==> config.mk <==
export PLATFORM = sky130hd
export DESIGN_NAME = vga_timing_gen
export DESIGN_NICKNAME = d
export VERILOG_FILES = /design/src/rtl/vga_timing_gen.sv
export SDC_FILE = /design/constraint.sdc
export NUM_CORES = 1
export LEC_CHECK = 0
export CORE_MARGIN = 2
export CORE_UTILIZATION = 53
export DETAILED_ROUTE_END_ITERATION = 6
export GPL_TIMING_DRIVEN = 0
export PLACE_DENSITY = 0.86
export SLEW_MARGIN = 10
export SYNTH_ARGS = -nofsm -noshare
export SYNTH_HDL_FRONTEND = slang
export SYNTH_SLANG_ARGS = --single-unit
==> constraint.sdc <==
create_clock -name pixel_clk -period 4.5 [get_ports pixel_clk]
set_clock_uncertainty 0.05 [all_clocks]
set_input_delay 0.45 -clock pixel_clk [delete_from_list [all_inputs] [get_ports pixel_clk]]
set_output_delay 0.45 -clock pixel_clk [all_outputs]
set_load 0.005 [all_outputs]
==> src/rtl/vga_timing_gen.sv <==
// vga_timing_gen: parametrised raster timing generator.
// Produces H/V counters, registered hs/vs aligned with draw_x/draw_y,
// blanking/active decodes, line/frame strobes and a line-prefetch request.
// Optional build macro VGA_TIMING_FRAME_CNT_EN adds a 16-bit frame counter
// output (frame_cnt); without it the port and its logic do not exist.
module vga_timing_gen #(
    parameter int HACT   = 640,
    parameter int HFP    = 16,
    parameter int HSYNC  = 96,
    parameter int HBP    = 48,
    parameter int VACT   = 480,
    parameter int VFP    = 10,
    parameter int VSYNC  = 2,
    parameter int VBP    = 33,
    parameter bit HS_POL = 1'b0,
    parameter bit VS_POL = 1'b0,
    parameter int REQ_X  = HACT - 1,
    parameter int CW     = 10
) (
    input  logic          pixel_clk,
    input  logic          reset,
    input  logic          run,
    output logic          hs,
    output logic          vs,
    output logic          active,
    output logic          v_blank,
    output logic [CW-1:0] draw_x,
    output logic [CW-1:0] draw_y,
    output logic          line_start,
    output logic          frame_start,
    output logic          line_req,
    output logic [CW-1:0] line_req_y
`ifdef VGA_TIMING_FRAME_CNT_EN
    ,
    output logic [15:0]   frame_cnt
`endif
);

    localparam int HTOTAL = HACT + HFP + HSYNC + HBP;
    localparam int VTOTAL = VACT + VFP + VSYNC + VBP;

    localparam logic [CW-1:0] H_LAST     = CW'(HTOTAL - 1);
    localparam logic [CW-1:0] V_LAST     = CW'(VTOTAL - 1);
    localparam logic [CW-1:0] H_ACT      = CW'(HACT);
    localparam logic [CW-1:0] V_ACT      = CW'(VACT);
    localparam logic [CW-1:0] HS_FIRST   = CW'(HACT + HFP);
    localparam logic [CW-1:0] HS_LAST    = CW'(HACT + HFP + HSYNC - 1);
    localparam logic [CW-1:0] VS_FIRST   = CW'(VACT + VFP);
    localparam logic [CW-1:0] VS_LAST    = CW'(VACT + VFP + VSYNC - 1);
    localparam logic [CW-1:0] H_REQ      = CW'(REQ_X);
    localparam logic [CW-1:0] V_REQ_LAST = CW'(VACT - 2);

    // A geometry the counters cannot represent must never build silently.
    if ((HTOTAL - 1) >= (1 << CW) || (VTOTAL - 1) >= (1 << CW) ||
        REQ_X >= HTOTAL || REQ_X < 0) begin : g_cfg_check
        $fatal(1, "vga_timing_gen: CW too small for HTOTAL/VTOTAL or REQ_X out of range");
    end

    logic [CW-1:0] r_hc;
    logic [CW-1:0] r_vc;
    logic          r_hs;
    logic          r_vs;

    logic [CW-1:0] w_hc_next;
    logic [CW-1:0] w_vc_next;
    logic          w_h_wrap;
    logic          w_hs_next;
    logic          w_vs_next;
    logic          w_go;

    // Next raster position: advance while running, collapse to (0,0) when stopped.
    always_comb begin
        // NOTE: every output gets a default first so no path leaves it unassigned (no latch).
        w_h_wrap  = (r_hc == H_LAST);
        w_hc_next = '0;
        w_vc_next = '0;
        if (run) begin
            w_hc_next = w_h_wrap ? '0 : r_hc + 1'b1;
            w_vc_next = r_vc;
            if (w_h_wrap) begin
                w_vc_next = (r_vc == V_LAST) ? '0 : r_vc + 1'b1;
            end
        end
    end

    // Sync levels decoded from the next position so the registered syncs line up with the counters.
    always_comb begin
        w_hs_next = ((w_hc_next >= HS_FIRST) && (w_hc_next <= HS_LAST)) ? HS_POL : ~HS_POL;
        w_vs_next = ((w_vc_next >= VS_FIRST) && (w_vc_next <= VS_LAST)) ? VS_POL : ~VS_POL;
    end

    // Raster state and sync registers; async reset parks at (0,0) with syncs inactive.
    always_ff @(posedge pixel_clk or posedge reset) begin
        // NOTE: non-blocking assignments so every register samples pre-edge values.
        if (reset) begin
            r_hc <= '0;
            r_vc <= '0;
            r_hs <= ~HS_POL;
            r_vs <= ~VS_POL;
        end else begin
            r_hc <= w_hc_next;
            r_vc <= w_vc_next;
            r_hs <= w_hs_next;
            r_vs <= w_vs_next;
        end
    end

    // Strobes are suppressed whenever the generator is stopped or held in reset.
    assign w_go        = run & ~reset;

    assign hs          = r_hs;
    assign vs          = r_vs;
    assign draw_x      = r_hc;
    assign draw_y      = r_vc;
    assign active      = run && (r_hc < H_ACT) && (r_vc < V_ACT);
    assign v_blank     = (r_vc >= V_ACT);
    assign line_start  = w_go && (r_hc == '0);
    assign frame_start = w_go && (r_hc == '0) && (r_vc == '0);

    // Prefetch fires on the line before each active line; the last line of the frame requests line 0.
    assign line_req    = w_go && (r_hc == H_REQ) &&
                         ((r_vc == V_LAST) || ((VACT >= 2) && (r_vc <= V_REQ_LAST)));
    assign line_req_y  = (r_vc == V_LAST) ? '0 : r_vc + 1'b1;

`ifdef VGA_TIMING_FRAME_CNT_EN
    logic [15:0] r_frame_cnt;

    // Count frame_start pulses; wraps naturally at 16 bits and holds while stopped.
    always_ff @(posedge pixel_clk or posedge reset) begin
        if (reset) begin
            r_frame_cnt <= '0;
        end else if (frame_start) begin
            r_frame_cnt <= r_frame_cnt + 1'b1;
        end
    end

    assign frame_cnt = r_frame_cnt;
`endif

endmodule

==> qor.yml, run 1 <==
die:
  core_outline_area_um2: 2780
  initial_core_util_pct: 56.4
  floorplan.die_area_um2: 3410
  std_cell_rows: 19
  height_of_the_die_um: 58.4
  fp.dieW_um: 58.4
  num_io_pins: 40
layout:
  synthToLayoutAreaGrowth_pct: 28.8
  layout.cell_area.non_filler_um2: 2020
  post_route_cells_drive_above_1_share_pct: 7.14
  fill_cells: 228
  multi_input_area_um2: 911
  nNetsFinal: 247
  antenna-diode-count: 0
  seq_area_um2: 553
timing:
  worst_slack_ps: 1060
  fmax_mhz: 291
  worst_pin_slew_ps: 877
  setup_repair_after_global_routing_missed_its_margin: "no"
  slew_headroom_pct: 41.4
  hold_viol: 0
  final_period_minus_worst_setup_slack_ps: 3440
  final_setup_viols: 0
  setup-tns-final_ps: 0
  finalCritPeriodShare_pct: 76.4
  slew_violations: 0
cts:
  cts.repair.resized: 0
  path_clk_slew_ps: 130
  cts_made_buffers: 3
  tritoncts: "yes"
  cts_setup_buffers: 0
  clk_latency_ps: 310
  post_cts_hold_buffer_count: 0
  max-clock-path-buffers: 2
  cts_max_level: 1
  clock_tree.root_cell: "clkbuf_4"
  clkSinkCount: 22
synthesis:
  synth.mux.area_fraction_pct: 0
  synth-edff-count: 0
  synth_top_cell_area_share_pct: 31.9
  ys_async_sr_fraction_pct: 100
  synthTopCellsByArea: "dfrtp_1 32%, xnor2_1 6.7%, nor2_1 6.2%, o21ai_0 4.8%, nand2_1 4.3%"
  complex_gate_fraction_of_the_synthesized_area_pct: 14.8
  synth-warning-count: 0
  yosys.area_share.xor_xnor_pct: 8.94
  syn-cell-area_um2: 1570
  combinational_family_with_the_most_area_after_synthesis: "simple AND/OR/NAND/NOR gates"
  post_synth.cell_area_avg_um2: 8.00
  seq_area_frac_synth_pct: 35.3
  synth_largest_area_cell: "dfrtp_1"
  synthAdderAreaFrac_pct: 3.19
  syn_nets: 203
  ys_types: 37
  post_synth_inst_count: 196
  count_of_state_elements_after_synthesis: 22
  postSynth.topFlopCell: "dfrtp_1"
  synth-simple-area-share_pct: 31.2
placement:
  routabilityCongestion: 0.849
  hpwl_mm: 2.80
  dpl_worst_slack_ps: 1110
  postPlaceCellArea_um2: 2000
  port_buffers: 39
pwr:
  cellPowerDensity_nw_per_um2: 160
  static_leak_nw: 0.814
  vdd.ir_drop.worst_uv: 132
  total_power_mw: 0.324
run:
  drv_cap: 0
global_routing:
  grt_antenna_before_repair: 0
  first_global_vias: 1325
  groute.usage.overall_pct: 23.8
  grt.overflow.total: 0
  global_route_wire_length_before_repair_mm: 6.27
  largest_net_degree_at_the_start_of_global_routing: 24
routing:
  detail_routed_net_length_per_standard_cell_um: 14.6
  drt-initial-drc-count: 71
  detail_route.first_pass.iterations: 7
  post-route-drc-count: 0
  route.antenna.remaining_nets: 0
  detailroute.via_count: 1558
  vias_per_cell: 5.79
  totalWireLength_mm: 3.94
run_status:
  status: "finished clean"
min_path:
  hold_path_class: "register to register"
worst_setup_path:
  worstSetupPathType: "register to primary output"
  max_fanout_on_critical_path: 9
  setup.worst_path.start_class: "register"
  cp_required_ps: 4000
  kind_of_end_point_of_the_critical_path: "primary output"
  worstPathArrival_ps: 2940
metal layers:
| metal | up-vias | share of wire, % | global-route usage, % |
|---|---|---|---|
| met2 | 65 | 46 | 35.3 |
| met5 | - | 0 | 0 |
| met3 | 8 | 5.7 | 2.64 |
| met4 | 0 | 1.5 | 8.97 |
| met1 | 713 | 47 | 35.7 |
| li1 | 772 | - | - |
per-stage QoR:
step	utilization, %	hold WS (ps)	instances
after floorplan	-	396	196
after global placement	71.8	444	266
after detailed placement	71.8	449	266
after CTS	72.6	465	269
after global routing	72.6	501	269
final	72.6	462	269
cell usage in the layout, fill, tap and decap left out, drive strengths merged:
cell,netlist,routed
a31o,2,2
a21o,2,2
dfstp,2,2
a21oi,8,8
xnor2,12,12
nor2b,2,2
dfrtp,20,20
and4,3,3
a31oi,1,1
clkdlybuf4s50,0,39
o31ai,4,4
o21ai,19,19
and3,9,9
nor2,26,26
nor3b,1,1
buf,5,5
inv,7,7
or2,1,1
nand2,18,18
a2111oi,1,1
or4b,1,1
nand4,5,5
or3,2,2
nor4,4,4
ha,4,4
nand3,12,12
nor4b,1,1
o221ai,1,1
and2,1,1
nor3,6,6
clkbuf,11,14
nor4bb,1,1
xor2,4,4
registers in the layout, indices dropped and copies added (netlist names):
| name | flops |
|---|---|
| draw_y | 10 |
| hs | 1 |
| draw_x | 10 |
| vs | 1 |
path summary, 6_finish.rpt:
| path | cells past startpoint | slack (ps) | to | startpoint |
|---|---|---|---|---|
| max | 7 | 1060 | line_req_y[8] | draw_y[0]$_DFF_PP0_ |
| min | 1 | 460 | draw_x[0]$_DFF_PP0_ | draw_x[0]$_DFF_PP0_ |
| max reg2reg | 9 | 1800 | vs$_DFF_PP1_ | draw_y[0]$_DFF_PP0_ |
| min reg2reg | 1 | 460 | draw_x[0]$_DFF_PP0_ | draw_x[0]$_DFF_PP0_ |
| max in group asynchronous | 2 | 3300 | draw_x[8]$_DFF_PP0_ | reset |
| min in group asynchronous | 2 | 560 | draw_y[6]$_DFF_PP0_ | reset |
where the power goes:
| group | switching [mW] | internal [mW] | leakage [nW] | total [mW] |
|---|---|---|---|---|
| logic | 0.0147 | 0.0130 | 0.502 | 0.0277 |
| clock network | 0.0623 | 0.0313 | 0.0138 | 0.0935 |
| registers | 0.00287 | 0.200 | 0.298 | 0.203 |
cells by family (layout without fill, tap and decap cells):
kind of cell / after synthesis / after routing
AO/OA/AOI/OAI: 38 / 38
XOR/XNOR: 16 / 16
adder cells (fa/ha/maj): 4 / 4
buffers and inverters: 23 / 65
flip-flops: 22 / 22
AND/OR/NAND/NOR: 93 / 93
worst max-delay path: stages (launching register included):
cell,delay (ps)
dfrtp_1,570
ha_1,200
clkbuf_1,240
nand3_1,220
nor2_1,420
nand3_1,210
xnor2_1,240
clkdlybuf4s50_1,540
area by class of cell:
type | count | area share, %
buffer | 16 | 3.84
clock buffer | 3 | 1.12
inverter | 7 | 1.30
multi-input combinational | 151 | 45.1
sequential | 22 | 27.4
tap | 31 | 1.92
timing repair buffer | 39 | 19.3
cells in the mapped netlist (5+ instances only):
cell type,instances
nor2_1,26
dfrtp_1,20
nand2_1,18
o21ai_0,15
nand3_1,12
xnor2_1,12
clkbuf_1,11
and3_1,9
a21oi_1,8
inv_1,7
nand4_1,5
nor3_1,5
No activity file was read; power rests on OpenSTA's default activity.
==> run 2, diff against run 1 <==
--- a/config.mk
+++ b/config.mk
@@ -6,10 +6,10 @@
 export NUM_CORES = 1
 export LEC_CHECK = 0
 export CORE_MARGIN = 2
-export CORE_UTILIZATION = 53
+export CORE_UTILIZATION = 44
 export DETAILED_ROUTE_END_ITERATION = 6
 export GPL_TIMING_DRIVEN = 0
-export PLACE_DENSITY = 0.86
+export PLACE_DENSITY = 0.76
 export SLEW_MARGIN = 10
 export SYNTH_ARGS = -nofsm -noshare
 export SYNTH_HDL_FRONTEND = slang
==> constraint.sdc (replaced) <==
create_clock -name pixel_clk -period 2.9 [get_ports pixel_clk]
set_clock_uncertainty 0.05 [all_clocks]
set_input_delay 0.29 -clock pixel_clk [delete_from_list [all_inputs] [get_ports pixel_clk]]
set_output_delay 0.29 -clock pixel_clk [all_outputs]
set_load 0.005 [all_outputs]
==> run 2 against run 1 <==
  * Setup slack worse by 930 ps
  * Sequential cell count unchanged
  * Critical path type unchanged
  * Largest power group unchanged
  * Design area up 6.4%
  * Combinational power up 61%
  * Critical endpoint is now frame_start
  * Non-clock buffer count up 4
==> qor.yml, run 2 (synthesis gave the netlist of run 1 again) <==
run_status:
  status: "finished clean"
layout:
  nNetsFinal: 251
  final_cell_count_no_fill: 289
  antenna-diode-count: 0
  most_common_cell_after_layout_fill_and_taps_aside: "clkdlybuf4s50_1"
  layout.cell_area.non_filler_um2: 2150
  synthToLayoutAreaGrowth_pct: 37.1
  post_route_cells_drive_above_1_share_pct: 14.0
  commonest_cells_after_routing_fill_and_taps_aside: "38 x clkdlybuf4s50_1, 25 x nor2_1, 18 x nand2_1, 18 x dfrtp_1, 15 x o21ai_0"
global_routing:
  grt.overflow.total: 0
  global_route_wire_length_before_repair_mm: 6.73
  groute.usage.overall_pct: 21.2
  grt_antenna_before_repair: 0
  first_global_vias: 1398
  largest_net_degree_at_the_start_of_global_routing: 24
cts:
  cts_max_level: 1
  tritoncts: "yes"
  max-clock-path-buffers: 2
  post_cts_hold_buffer_count: 0
  path_clk_slew_ps: 140
  clk_latency_ps: 320
  clock_tree.root_cell: "clkbuf_4"
  cts_made_buffers: 3
  clkSinkCount: 22
min_path:
  hold_path_class: "input pin to asynchronous set/reset pin"
placement:
  postPlaceCellArea_um2: 2020
  port_buffers: 39
  routabilityCongestion: 0.900
  post-place-cells: 281
  hpwl_mm: 2.83
pwr:
  total_switching_power_mw: 0.130
  total_power_mw: 0.601
  p_sw_share_pct: 21.7
  share_clk_of_total_power_pct: 40.3
  static_leak_nw: 0.883
  vdd.ir_drop.worst_uv: 154
  internal_power_mw: 0.471
  p_seq_share_pct: 52.3
  share_comb_of_total_power_pct: 7.4
  cellPowerDensity_nw_per_um2: 280
die:
  fp.dieW_um: 63.7
  height_of_the_die_um: 63.7
  core_outline_area_um2: 3390
  floorplan.die_area_um2: 4060
  num_io_pins: 40
  std_cell_rows: 21
  initial_core_util_pct: 46.3
timing:
  setup_repair_after_global_routing_missed_its_margin: "yes"
  hold_viol: 0
  final_period_minus_worst_setup_slack_ps: 2770
  final_setup_viols: 0
  worst_pin_slew_ps: 719
  slew_violations: 0
  fmax_mhz: 361
  slew_headroom_pct: 51.9
  finalCritPeriodShare_pct: 95.5
routing:
  totalWireLength_mm: 4.00
  wl_met3_um: 180
  route.antenna.remaining_nets: 0
  detail_routed_net_length_per_standard_cell_um: 13.8
  detail_route.first_pass.iterations: 4
  maxUsedRoutingLayer: "met4"
  vias_per_cell: 5.39
  post-route-drc-count: 0
  drt-initial-drc-count: 85
  wl_met1_mm: 1.85
  met2WireLength_mm: 1.90
  detailroute.via_count: 1559
worst_setup_path:
  kind_of_end_point_of_the_critical_path: "primary output"
  worstSetupPathType: "register to primary output"
  setup.worst_path.start_class: "register"
  max_fanout_on_critical_path: 8
  cp_required_ps: 2560
  worstPathArrival_ps: 2430
run:
  drv_cap: 0
run 2: cell count changes in the layout (fill, tap and decap cells not counted), sizes merged:
| cell | change |
|---|---|
| dlymetal6s2s | +1 |
| buf | +4 |
| inv | -1 |
| clkdlybuf4s50 | -1 |
| clkinvlp | +1 |
| bufinv | +1 |
run 2: area by class of cell:
cell class	count	area, um2
Tap cell	46	57.6
Buffer	16	81.3
Multi-Input combinational cell	151	950
Timing Repair Buffer	43	423
Clock buffer	3	22.5
Sequential cell	22	556
Inverter	7	30.0
Clock inverter	1	30.0
Fill cell	304	1240
run 2: per-layer routing:
layer	track usage [%]	vias up
met3	1.79	6
met2	33.0	47
met1	30.2	729
li1	-	777
met5	0	-
met4	8.70	0
run 2: through the flow:
step	setup slack (ps)	setup TNS [ps]	hold WS, ps	utilization, %
final	130	0	287	63.4
after global routing	-54.9	-79.0	318	63.4
after CTS	3.46	0	298	62.0
after detailed placement	-178	-178	458	59.5
after global placement	-134	-134	454	59.5
after floorplan	626	0	236	-
run 2: what timing repair did:
item | 4_1_cts | 5_1_grt
endpoints found under the hold margin | 0 | 0
buffers inserted | 1 | 3
setup endpoints to repair | 4 | 5
pin swaps | 1 | 1
gates resized for setup | 8 | 8
run 2: power groups by stage:
stage / Sequential [mW] / Combinational (mW) / Clock (mW)
3_5_place_dp: 0.321 / 0.0441 / 0
3_3_place_gp: 0.320 / 0.0435 / 0
2_1_floorplan: 0.320 / 0.0212 / 0
4_1_cts: 0.315 / 0.0450 / 0.246
6_report: 0.315 / 0.0446 / 0.242
5_1_grt: 0.316 / 0.0505 / 0.261
run 2: worst paths after layout:
| path | depth (start not counted) | startpoint | to | slack [ps] |
|---|---|---|---|---|
| setup / recovery | 6 | draw_x[5]$_DFF_PP0_ | frame_start | 130 |
| max in group asynchronous | 2 | reset | vs$_DFF_PP1_ | 2170 |
| min in group pixel_clk | 1 | draw_x[0]$_DFF_PP0_ | draw_x[0]$_DFF_PP0_ | 470 |
| hold reg to reg | 1 | draw_x[0]$_DFF_PP0_ | draw_x[0]$_DFF_PP0_ | 470 |
| hold / removal | 2 | reset | draw_x[8]$_DFF_PP0_ | 290 |
| setup reg to reg | 10 | draw_y[1]$_DFF_PP0_ | vs$_DFF_PP1_ | 340 |
run 2: critical path: stages, from the launching register on:
cell,delay (ps)
dfrtp_1,400
clkbuf_1,210
nor4_2,310
nand3_1,110
nor2_1,180
nor4bb_2,340
clkdlybuf4s50_1,550
